--- config.mk ---
export PLATFORM = sky130hd
export DESIGN_NAME = step_sequencer_controller_flat
export DESIGN_NICKNAME = d
export VERILOG_FILES = /design/src/rtl/step_sequencer_controller_if.sv /design/src/rtl/step_sequencer_controller.sv /design/src/flat_wrapper.sv
export SDC_FILE = /design/constraint.sdc
export NUM_CORES = 1
export LEC_CHECK = 0
export ABC_AREA = 1
export CORE_ASPECT_RATIO = 0.9
export CORE_MARGIN = 4
export CORE_UTILIZATION = 60
export DETAILED_ROUTE_END_ITERATION = 7
export PLACE_DENSITY_LB_ADDON = 0.2
export SYNTH_ARGS = -nofsm -noshare
export SYNTH_HDL_FRONTEND = slang
export SYNTH_SLANG_ARGS = --single-unit
--- constraint.sdc ---
create_clock -name clk -period 2.4 [get_ports clk]
set_input_delay 0.24 -clock clk [delete_from_list [all_inputs] [get_ports clk]]
set_output_delay 0.24 -clock clk [all_outputs]
set_load 0.05 [all_outputs]
--- src/rtl/step_sequencer_controller_if.sv ---
// Bus between the sequencer controller and its surroundings: scanner reports
// and transport controls in, pattern and playback state out.
interface step_sequencer_controller_if;
  logic [3:0]  button_index;
  logic        button_pressed;
  logic        run;
  logic        clear;
  logic [15:0] pattern;
  logic [3:0]  playhead;
  logic        running;
  logic        step_tick;
  logic        step_trigger;

  // Side that drives the scanner/transport inputs and observes playback.
  modport master (
    output button_index, button_pressed, run, clear,
    input  pattern, playhead, running, step_tick, step_trigger
  );

  // The controller itself.
  modport slave (
    input  button_index, button_pressed, run, clear,
    output pattern, playhead, running, step_tick, step_trigger
  );
endinterface

--- src/rtl/step_sequencer_controller.sv ---
// 16-step pattern owner and playback engine. Press reports from the matrix
// scanner toggle pattern bits (one toggle per physical press, a held key is
// recognised by repeated reports of the same index); a STOP/PLAY FSM walks a
// playhead at a fixed tempo and emits step_tick / step_trigger pulses.
//
// Handshake: there is no valid/ready pair. button_index is qualified by the
// 0->1 edge of button_pressed (one edge = one report); run and clear are
// levels sampled every cycle; every output is a register.
module step_sequencer_controller #(
  parameter int TICKS_PER_STEP = 1_500_000,
  parameter int RELEASE_TICKS  = 24_000
) (
  input  logic                        clk,
  input  logic                        rst_n,
  step_sequencer_controller_if.slave  bus,
  output logic                        state_o
);

  localparam int CW = (TICKS_PER_STEP > 2) ? $clog2(TICKS_PER_STEP) : 1;
  localparam int HW = $clog2(RELEASE_TICKS + 1);
  localparam logic [CW-1:0] CNT_LAST  = CW'(TICKS_PER_STEP - 1);
  localparam logic [HW-1:0] HOLD_LOAD = HW'(RELEASE_TICKS - 1);

  typedef enum logic {
    ST_STOP = 1'b0,
    ST_PLAY = 1'b1
  } state_t;

  state_t        state_q, state_d;
  logic          bp_q, report_q;
  logic [3:0]    idx_q;
  logic [HW-1:0] hold_q, hold_d;
  logic [3:0]    held_q, held_d;
  logic [15:0]   pattern_q, pattern_d;
  logic [CW-1:0] cnt_q, cnt_d;
  logic [3:0]    playhead_q, playhead_d;
  logic [3:0]    next_ph;
  logic          tick_q, tick_d;
  logic          trig_q, trig_d;
  logic          running;

  // Registered edge detect: the report and its index are both registered,
  // so the pattern changes two edges after button_pressed rises.
  always_ff @(posedge clk or negedge rst_n) begin
    if (!rst_n) begin
      bp_q     <= 1'b0;
      report_q <= 1'b0;
      idx_q    <= 4'd0;
    end else begin
      bp_q     <= bus.button_pressed;
      report_q <= bus.button_pressed & ~bp_q;
      idx_q    <= bus.button_index;
    end
  end

  // Press qualification: a report toggles only if no key is held or it is a
  // different key; every report re-arms the hold timer. clear wins over a
  // toggle but the hold bookkeeping still advances.
  always_comb begin
    pattern_d = pattern_q;
    hold_d    = hold_q;
    held_d    = held_q;
    if (report_q) begin
      hold_d = HOLD_LOAD;
      if (hold_q == '0 || idx_q != held_q) begin
        pattern_d = pattern_q ^ (16'(1) << idx_q);
        held_d    = idx_q;
      end
    end else if (hold_q != '0) begin
      hold_d = hold_q - 1'b1;
    end
    if (bus.clear) begin
      pattern_d = '0;
    end
  end

  // Pattern and hold-tracking registers.
  always_ff @(posedge clk or negedge rst_n) begin
    if (!rst_n) begin
      pattern_q <= '0;
      hold_q    <= '0;
      held_q    <= 4'd0;
    end else begin
      pattern_q <= pattern_d;
      hold_q    <= hold_d;
      held_q    <= held_d;
    end
  end

  // FSM state register.
  always_ff @(posedge clk or negedge rst_n) begin
    if (!rst_n) begin
      state_q <= ST_STOP;
    end else begin
      state_q <= state_d;
    end
  end

  // FSM next-state: run is a plain level.
  always_comb begin
    state_d = state_q;
    case (state_q)
      ST_STOP: if (bus.run)  state_d = ST_PLAY;
      ST_PLAY: if (!bus.run) state_d = ST_STOP;
      default: state_d = ST_STOP;
    endcase
  end

  // FSM outputs and playback datapath next values. Triggers sample the
  // registered pattern, i.e. before any same-cycle toggle or clear lands.
  always_comb begin
    cnt_d      = cnt_q;
    playhead_d = playhead_q;
    tick_d     = 1'b0;
    trig_d     = 1'b0;
    next_ph    = playhead_q + 4'd1;
    running    = (state_q == ST_PLAY);
    case (state_q)
      ST_STOP: begin
        cnt_d = '0;
        if (bus.run) begin
          playhead_d = 4'd0;
          tick_d     = 1'b1;
          trig_d     = pattern_q[0];
        end
      end
      ST_PLAY: begin
        if (!bus.run) begin
          cnt_d = '0;
        end else if (cnt_q == CNT_LAST) begin
          cnt_d      = '0;
          playhead_d = next_ph;
          tick_d     = 1'b1;
          trig_d     = pattern_q[next_ph];
        end else begin
          cnt_d = cnt_q + 1'b1;
        end
      end
      default: cnt_d = '0;
    endcase
  end

  // Playback registers.
  always_ff @(posedge clk or negedge rst_n) begin
    if (!rst_n) begin
      cnt_q      <= '0;
      playhead_q <= 4'd0;
      tick_q     <= 1'b0;
      trig_q     <= 1'b0;
    end else begin
      cnt_q      <= cnt_d;
      playhead_q <= playhead_d;
      tick_q     <= tick_d;
      trig_q     <= trig_d;
    end
  end

  assign bus.pattern      = pattern_q;
  assign bus.playhead     = playhead_q;
  assign bus.running      = running;
  assign bus.step_tick    = tick_q;
  assign bus.step_trigger = trig_q;
  assign state_o          = state_q;

endmodule

--- src/flat_wrapper.sv ---
// flat-port wrapper written by rule: the top's interface ports become plain ports
module step_sequencer_controller_flat 
#(
  parameter int TICKS_PER_STEP = 1_500_000,
  parameter int RELEASE_TICKS  = 24_000
)
  (clk, rst_n, state_o, bus_button_index, bus_button_pressed, bus_run, bus_clear, bus_pattern, bus_playhead, bus_running, bus_step_tick, bus_step_trigger);
  step_sequencer_controller_if bus_i ();
  input  logic clk;
  input  logic rst_n;
  output logic state_o;
  input wire logic [$bits(bus_i.button_index)-1:0] bus_button_index;
  input wire logic [$bits(bus_i.button_pressed)-1:0] bus_button_pressed;
  input wire logic [$bits(bus_i.run)-1:0] bus_run;
  input wire logic [$bits(bus_i.clear)-1:0] bus_clear;
  output wire logic [$bits(bus_i.pattern)-1:0] bus_pattern;
  output wire logic [$bits(bus_i.playhead)-1:0] bus_playhead;
  output wire logic [$bits(bus_i.running)-1:0] bus_running;
  output wire logic [$bits(bus_i.step_tick)-1:0] bus_step_tick;
  output wire logic [$bits(bus_i.step_trigger)-1:0] bus_step_trigger;
  assign bus_i.button_index = bus_button_index;
  assign bus_i.button_pressed = bus_button_pressed;
  assign bus_i.run = bus_run;
  assign bus_i.clear = bus_clear;
  assign bus_pattern = bus_i.pattern;
  assign bus_playhead = bus_i.playhead;
  assign bus_running = bus_i.running;
  assign bus_step_tick = bus_i.step_tick;
  assign bus_step_trigger = bus_i.step_trigger;
  step_sequencer_controller #(.TICKS_PER_STEP(TICKS_PER_STEP), .RELEASE_TICKS(RELEASE_TICKS)) u_core (.clk(clk), .rst_n(rst_n), .bus(bus_i), .state_o(state_o));
endmodule
==> results.cfg <==
[status]
run_status = complete, no violations

[floorplanning]
floorplan.die_area_um2 = 7890
ios = 33
rows = 27
initial_utilization = 0.630
coreArea_um2 = 6220
floorplan.die.width_um = 93.2
die_ht_um = 84.7

[grt]
grt_pass1_vias = 3304
grt_pass1_wl_um = 15000
grt_use_total = 0.236
maximum_number_of_pins_on_one_net_before_global_route_repair = 70
antenna_violations_before_repair = 0
globalRouteOverflowTotal = 0

[synth]
netlist_cell_types = 35
synth.ff_latch_count = 69
synth_area_um2 = 3920
synthesis.instances = 514
synth_area_per_cell_um2 = 7.62
synth_sequential_area_ratio = 0.441
synthesis.nets = 526
yosysWarnings = 0

[clock_network]
htree_levels = 3
clockBufferDepth = 2
clkLatencyLatePin_ns = 0.34
clock_sinks = 69
cts.root.buffer_cell = clkbuf_8
cts.clk_slew.worst_paths_ns = 0.07
total_cts_buffers = 9
clock_tree_from_tritoncts = built

[sta]
final-max-slew-violation-count = 0
maxSlewHeadroom = 0.663
achievable-frequency_mhz = 482
finalSetupViolations = 0
fin_worst_skew_ns = 0.00438
final-hold-violation-count = 0
period_minus_slack_ns = 2.08
rsz_0062_raised_after_global_routing = no
fin_crit_sh = 0.865
totalNegativeSetupSlack_ns = 0
timing_worst_slew_pin_value_ns = 0.503
fin_hold_ws_ns = 0.328

[drt]
detailroute.via_count = 3468
viasPerCell = 5.41
drtPass1Iterations = 5
wl_um = 8550
final_antenna_net_count = 0
drc_errors = 0
routedWlPerCell_um = 13.3
initialDrtViolationCount = 331

[finish]
final_layout_size_suffix_gt1_frac = 0.101
most_frequent_cells_in_the_layout = 127 x nand2_1, 79 x nor2_1, 69 x dfrtp_1, 62 x nand3_1, 50 x inv_1
syn2layout_area_growth_pct = 14.8
num-fill-cells = 498
layout.cells.most_common = nand2_1
antennaDiodeCount = 0
finish.net_count = 561

[critical_path]
timing.setup.critical_path_class = flop to output port
worst_reg2reg_setup_slack_ns = 0.52
path_buf_inv = 1
crit_chain = clkdlybuf4s50_1
cp_slowest_cell = clkdlybuf4s50_1
slowest_delay_ns = 0.89
cp-end-kind = output port
timing.critical_path.required_ns = 2.16
path_max_fanout = 13
worst_setup_path_start_kind = flop
critical_path.top_delay_family = buffers and inverters
worst-endpoint-arrival_ns = 1.84

[flow_run]
max_cap_viol_count = 0

[placed_design]
dp_hpwl_um = 5990
finalWeightedCongestion = 0.937
numPortBuffers = 32

[power_and_ir_drop]
powerDensity_nw_per_um2 = 579
max-vdd-ir-drop_mv = 0.473
fin_total_pwr_mw = 2.60
power_leakage_nw = 1.93

[min_path]
min_path_type = input pin to flop
-- cells by family (layout without fill, tap and decap cells) --
group                      count (synthesis)  after routing  share of synthesized area
and+or+nand+nor                          308            308                      0.351
DFF                                       69             69                      0.441
buffers and inverters                     66            106                     0.0731
AOI/OAI and AO/OA                         53             53                     0.0923
xor gates and xnor gates                  15             15                     0.0335
adders and majority gates                  3              3                    0.00958
-- per-stage QoR --
stage,setup slack [ns],cells,instance area (µm²),util
final,0.324,641,4500,0.723
after global routing,0.240,641,4500,0.723
after CTS,0.317,641,4500,0.723
after detailed placement,0.589,624,4290,0.691
after global placement,0.633,624,4290,0.691
after floorplan,0.790,514,3920,-
-- layer usage --
metal | share of wire | GRT usage | vias to the layer above
met5 | 0 | 0 | -
met4 | 0.0083 | 0.0692 | 0
met3 | 0.069 | 0.0708 | 6
met2 | 0.45 | 0.362 | 130
met1 | 0.47 | 0.324 | 1616
li1 | - | - | 1716
-- report_power, final --
| group | switching, mW | internal [mW] |
|---|---|---|
| combinational | 0.258 | 0.131 |
| clock | 0.422 | 0.505 |
| sequential | 0.0641 | 1.22 |
| total | 0.744 | 1.86 |
-- Yosys cell counts --
library cell,number,area (µm²)
nand2_1,127,477
nor2_1,79,297
dfrtp_1,69,1730
nand3_1,62,310
inv_1,50,188
o21ai_2,16,140
o21ai_0,13,65.1
nand4_1,11,68.8
xor2_1,10,87.6
o21bai_1,9,67.6
a21oi_1,8,40.0
or2_2,8,50.1
nor3_1,7,35.0
clkbuf_1,6,22.5
xnor2_1,5,43.8
nor2_4,4,45.0
buf_6,3,33.8
ha_1,3,37.5
o31ai_1,3,22.5
clkinv_1,2,7.51
inv_2,2,7.51
nand2_4,2,22.5
nand3_2,2,20.0
nand3b_1,2,15.0
a21o_1,1,7.51
a31oi_1,1,6.26
buf_2,1,5.00
buf_4,1,7.51
buf_8,1,15.0
nand2_2,1,6.26
nor2_2,1,6.26
nor3_2,1,10.0
nor3b_2,1,12.5
o211ai_1,1,7.51
o21ai_1,1,5.00
-- layout make-up --
cell class / instances / area (µm²) / share of cell area
multi-input cells: 379 / 1910 / 0.424
clock buffers: 12 / 145 / 0.0323
clock inverters: 4 / 47.5 / 0.0106
inverters: 54 / 203 / 0.0451
repair buffers: 36 / 360 / 0.0801
well taps: 87 / 109 / 0.0242
flip-flops and latches: 69 / 1730 / 0.384
-- repair_timing --
action | 4_1_cts | 5_1_grt
hold buffers | 1 | 0
resized for setup | 0 | 0
endpoints found under the hold margin | 69 | 0
setup buffers | 0 | 0
-- sequential cells by signal (all words and copies together) (netlist names) --
register                 cells
u_core.bp_q                  1
u_core.bus.running           1
u_core.report_q              1
u_core.bus.step_trigger      1
u_core.bus.playhead          4
u_core.bus.step_tick         1
u_core.bus.pattern          16
u_core.idx_q                 4
u_core.held_q                4
u_core.cnt_q                21
u_core.hold_q               15
-- path summary, 6_finish.rpt --
check,from,endpoint,cells after the start
worst min register to register,u_core.bp_q$_DFF_PN0_,u_core.report_q$_DFF_PN0_,1
max in group asynchronous,rst_n,u_core.idx_q[2]$_DFF_PN0_,3
worst max register to register,u_core.hold_q[0]$_DFFE_PN0P_,u_core.bus.pattern[3]$_DFFE_PN0P_,9
worst min-delay path,bus_button_index[1],u_core.idx_q[1]$_DFF_PN0_,1
worst max-delay path,u_core.bus.playhead[0]$_DFFE_PN0P_,bus_playhead[0],1
min in group asynchronous,rst_n,u_core.bus.pattern[2]$_DFFE_PN0P_,3
Note: power is estimated with default switching activity, not from simulation.
==> patch, RTL diff (config.mk and constraints unchanged) <==
`TICKS_PER_STEP` is set to 1_500_000 in 2 places; all go to 375_000.
--- a/src/rtl/step_sequencer_controller.sv
+++ b/src/rtl/step_sequencer_controller.sv
@@ -9,3 +9,3 @@
 module step_sequencer_controller #(
-  parameter int TICKS_PER_STEP = 1_500_000,
+  parameter int TICKS_PER_STEP = 375_000,
   parameter int RELEASE_TICKS  = 24_000
--- a/src/flat_wrapper.sv
+++ b/src/flat_wrapper.sv
@@ -3,3 +3,3 @@
 #(
-  parameter int TICKS_PER_STEP = 1_500_000,
+  parameter int TICKS_PER_STEP = 375_000,
   parameter int RELEASE_TICKS  = 24_000
Behaviour: no difference found for any inputs over 10 cycles, from zero or initial values and one cycle with rst_n low; that may be too few to reach the edited logic, so the function may still have changed.
==> patch against the unedited design <==
  * Maximum frequency grew 0.56%
  * Largest cell class unchanged
  * Total power rose by 4.3%
  * Highest routed layer unchanged
  * Die area shrank 2.8%
  * Core utilization down 1.2 points
  * Synthesized area decreased by 3.1%
  * Cell count fell by 3.4%
  * Critical path type unchanged
  * Setup slack improved by 12 ps
  * Routed wire length is 3.4% lower
  * Cell area down 2.7%
  * Sequential cell count decreased by 2
==> patch: results (changes against the unedited design) <==
stage	metric	value	unit	change
grt	groute.layer.met1.usage	0.300		was 0.324
grt	grt_use_met3	0.0514		was 0.0708
power_and_ir_drop	pwr-share-comb	0.187		was 0.149
finish	n_fill_cell	507		was 498
finish	seqCellArea	1680	um^2	was 1730 um^2
finish	num-nonclk-inverters	58		was 54
grt	grt_max_degree	68		was 70
power_and_ir_drop	pg_clk	0.000925	W	was 0.000927 W
drt	detail_route.wl_per_cell	13.3	um	about the same
drt	drt_first_pass_iters	7		was 5
synthesis	synthXorXnorAreaFrac	0.0323		was 0.0335
finish	nets	539		was 561
placed_design	placed_area	4170	um^2	was 4290 um^2
finish	clk_share	0.0443		was 0.0428
sta	whs	335	ps	was 328 ps
synthesis	synth-seq-cells	67		was 69
drt	vias	3358		was 3468
power_and_ir_drop	fin_total_pwr	0.00272	W	was 0.00260 W
placed_design	place_congestion	0.870		was 0.937
synthesis	synth_commonest_cells	nand2_1, dfrtp_1, nand3_1, nor2_1, inv_1		was nand2_1, nor2_1, dfrtp_1, nand3_1, inv_1
finish	largest_register_ffs	19		was 21
outcome	status	finished clean		unchanged
finish	multiInputGateArea	1820	um^2	was 1910 um^2
grt	use_met2	0.379		was 0.362
synthesis	synth_fa_ha_area_frac	0.00988		was 0.00958
power_and_ir_drop	p_int	0.00188	W	was 0.00186 W
drt	met3_length	441	um	was 591 um
drt	wl_met1	3770	um	was 4030 um
grt	track_usage	0.229		was 0.236
worst_setup_path	slowest_stage	clkdlybuf4s50_1		unchanged
placed_design	hpwlAfterDp	5880	um	was 5990 um
synthesis	synth_seq_area_share	0.442		was 0.441
worst_setup_path	reg2reg_to	u_core.bus.pattern[0]		was u_core.bus.pattern[3]
sta	max_slew_margin	0.633		was 0.663
worst_hold_path	hp-start	bus_button_index[2]		was bus_button_index[1]
drt	drt-initial-drc-count	263		was 331
synthesis	synth_top_area_frac	0.442		was 0.441
worst_hold_path	min_to	u_core.idx_q[2]		was u_core.idx_q[1]
finish	buf_share	0.0824		was 0.0801
drt	wl_met2	3910	um	was 3860 um
worst_setup_path	critPathArrivalTime	1820	ps	was 1840 ps
finish	clock_buffers	11		was 12
power_and_ir_drop	irDropWorstVdd	0.389	mV	was 0.473 mV
synthesis	synth_compound_area_frac	0.0972		was 0.0923
finish	multi_input_gates	355		was 379
==> patch: cell types whose count changed in the layout (fill, tap and decap cells not counted), sizes merged, moves of 2 or more <==
| cell | unedited run | this run |
|---|---|---|
| nor2 | 84 | 65 |
| nand2 | 130 | 122 |
| nand3 | 64 | 71 |
| inv | 52 | 56 |
| or2 | 8 | 4 |
| nand4 | 11 | 8 |
| nor3 | 8 | 11 |
| o31ai | 3 | 0 |
| dfrtp | 69 | 67 |
| o21ai | 30 | 32 |
==> patch: repair_timing <==
| item | CTS | global route |
|---|---|---|
| hold buffers | 1 | 0 |
| endpoints found under the hold margin | 67 | 0 |
| setup endpoints to repair | 0 | 0 |
==> patch: through the flow <==
stage | cells | worst slack [ps]
2_1_floorplan | 492 | 807
3_3_place_gp | 602 | 669
3_5_place_dp | 602 | 539
4_1_cts | 619 | 331
5_1_grt | 619 | 274
6_report | 619 | 335
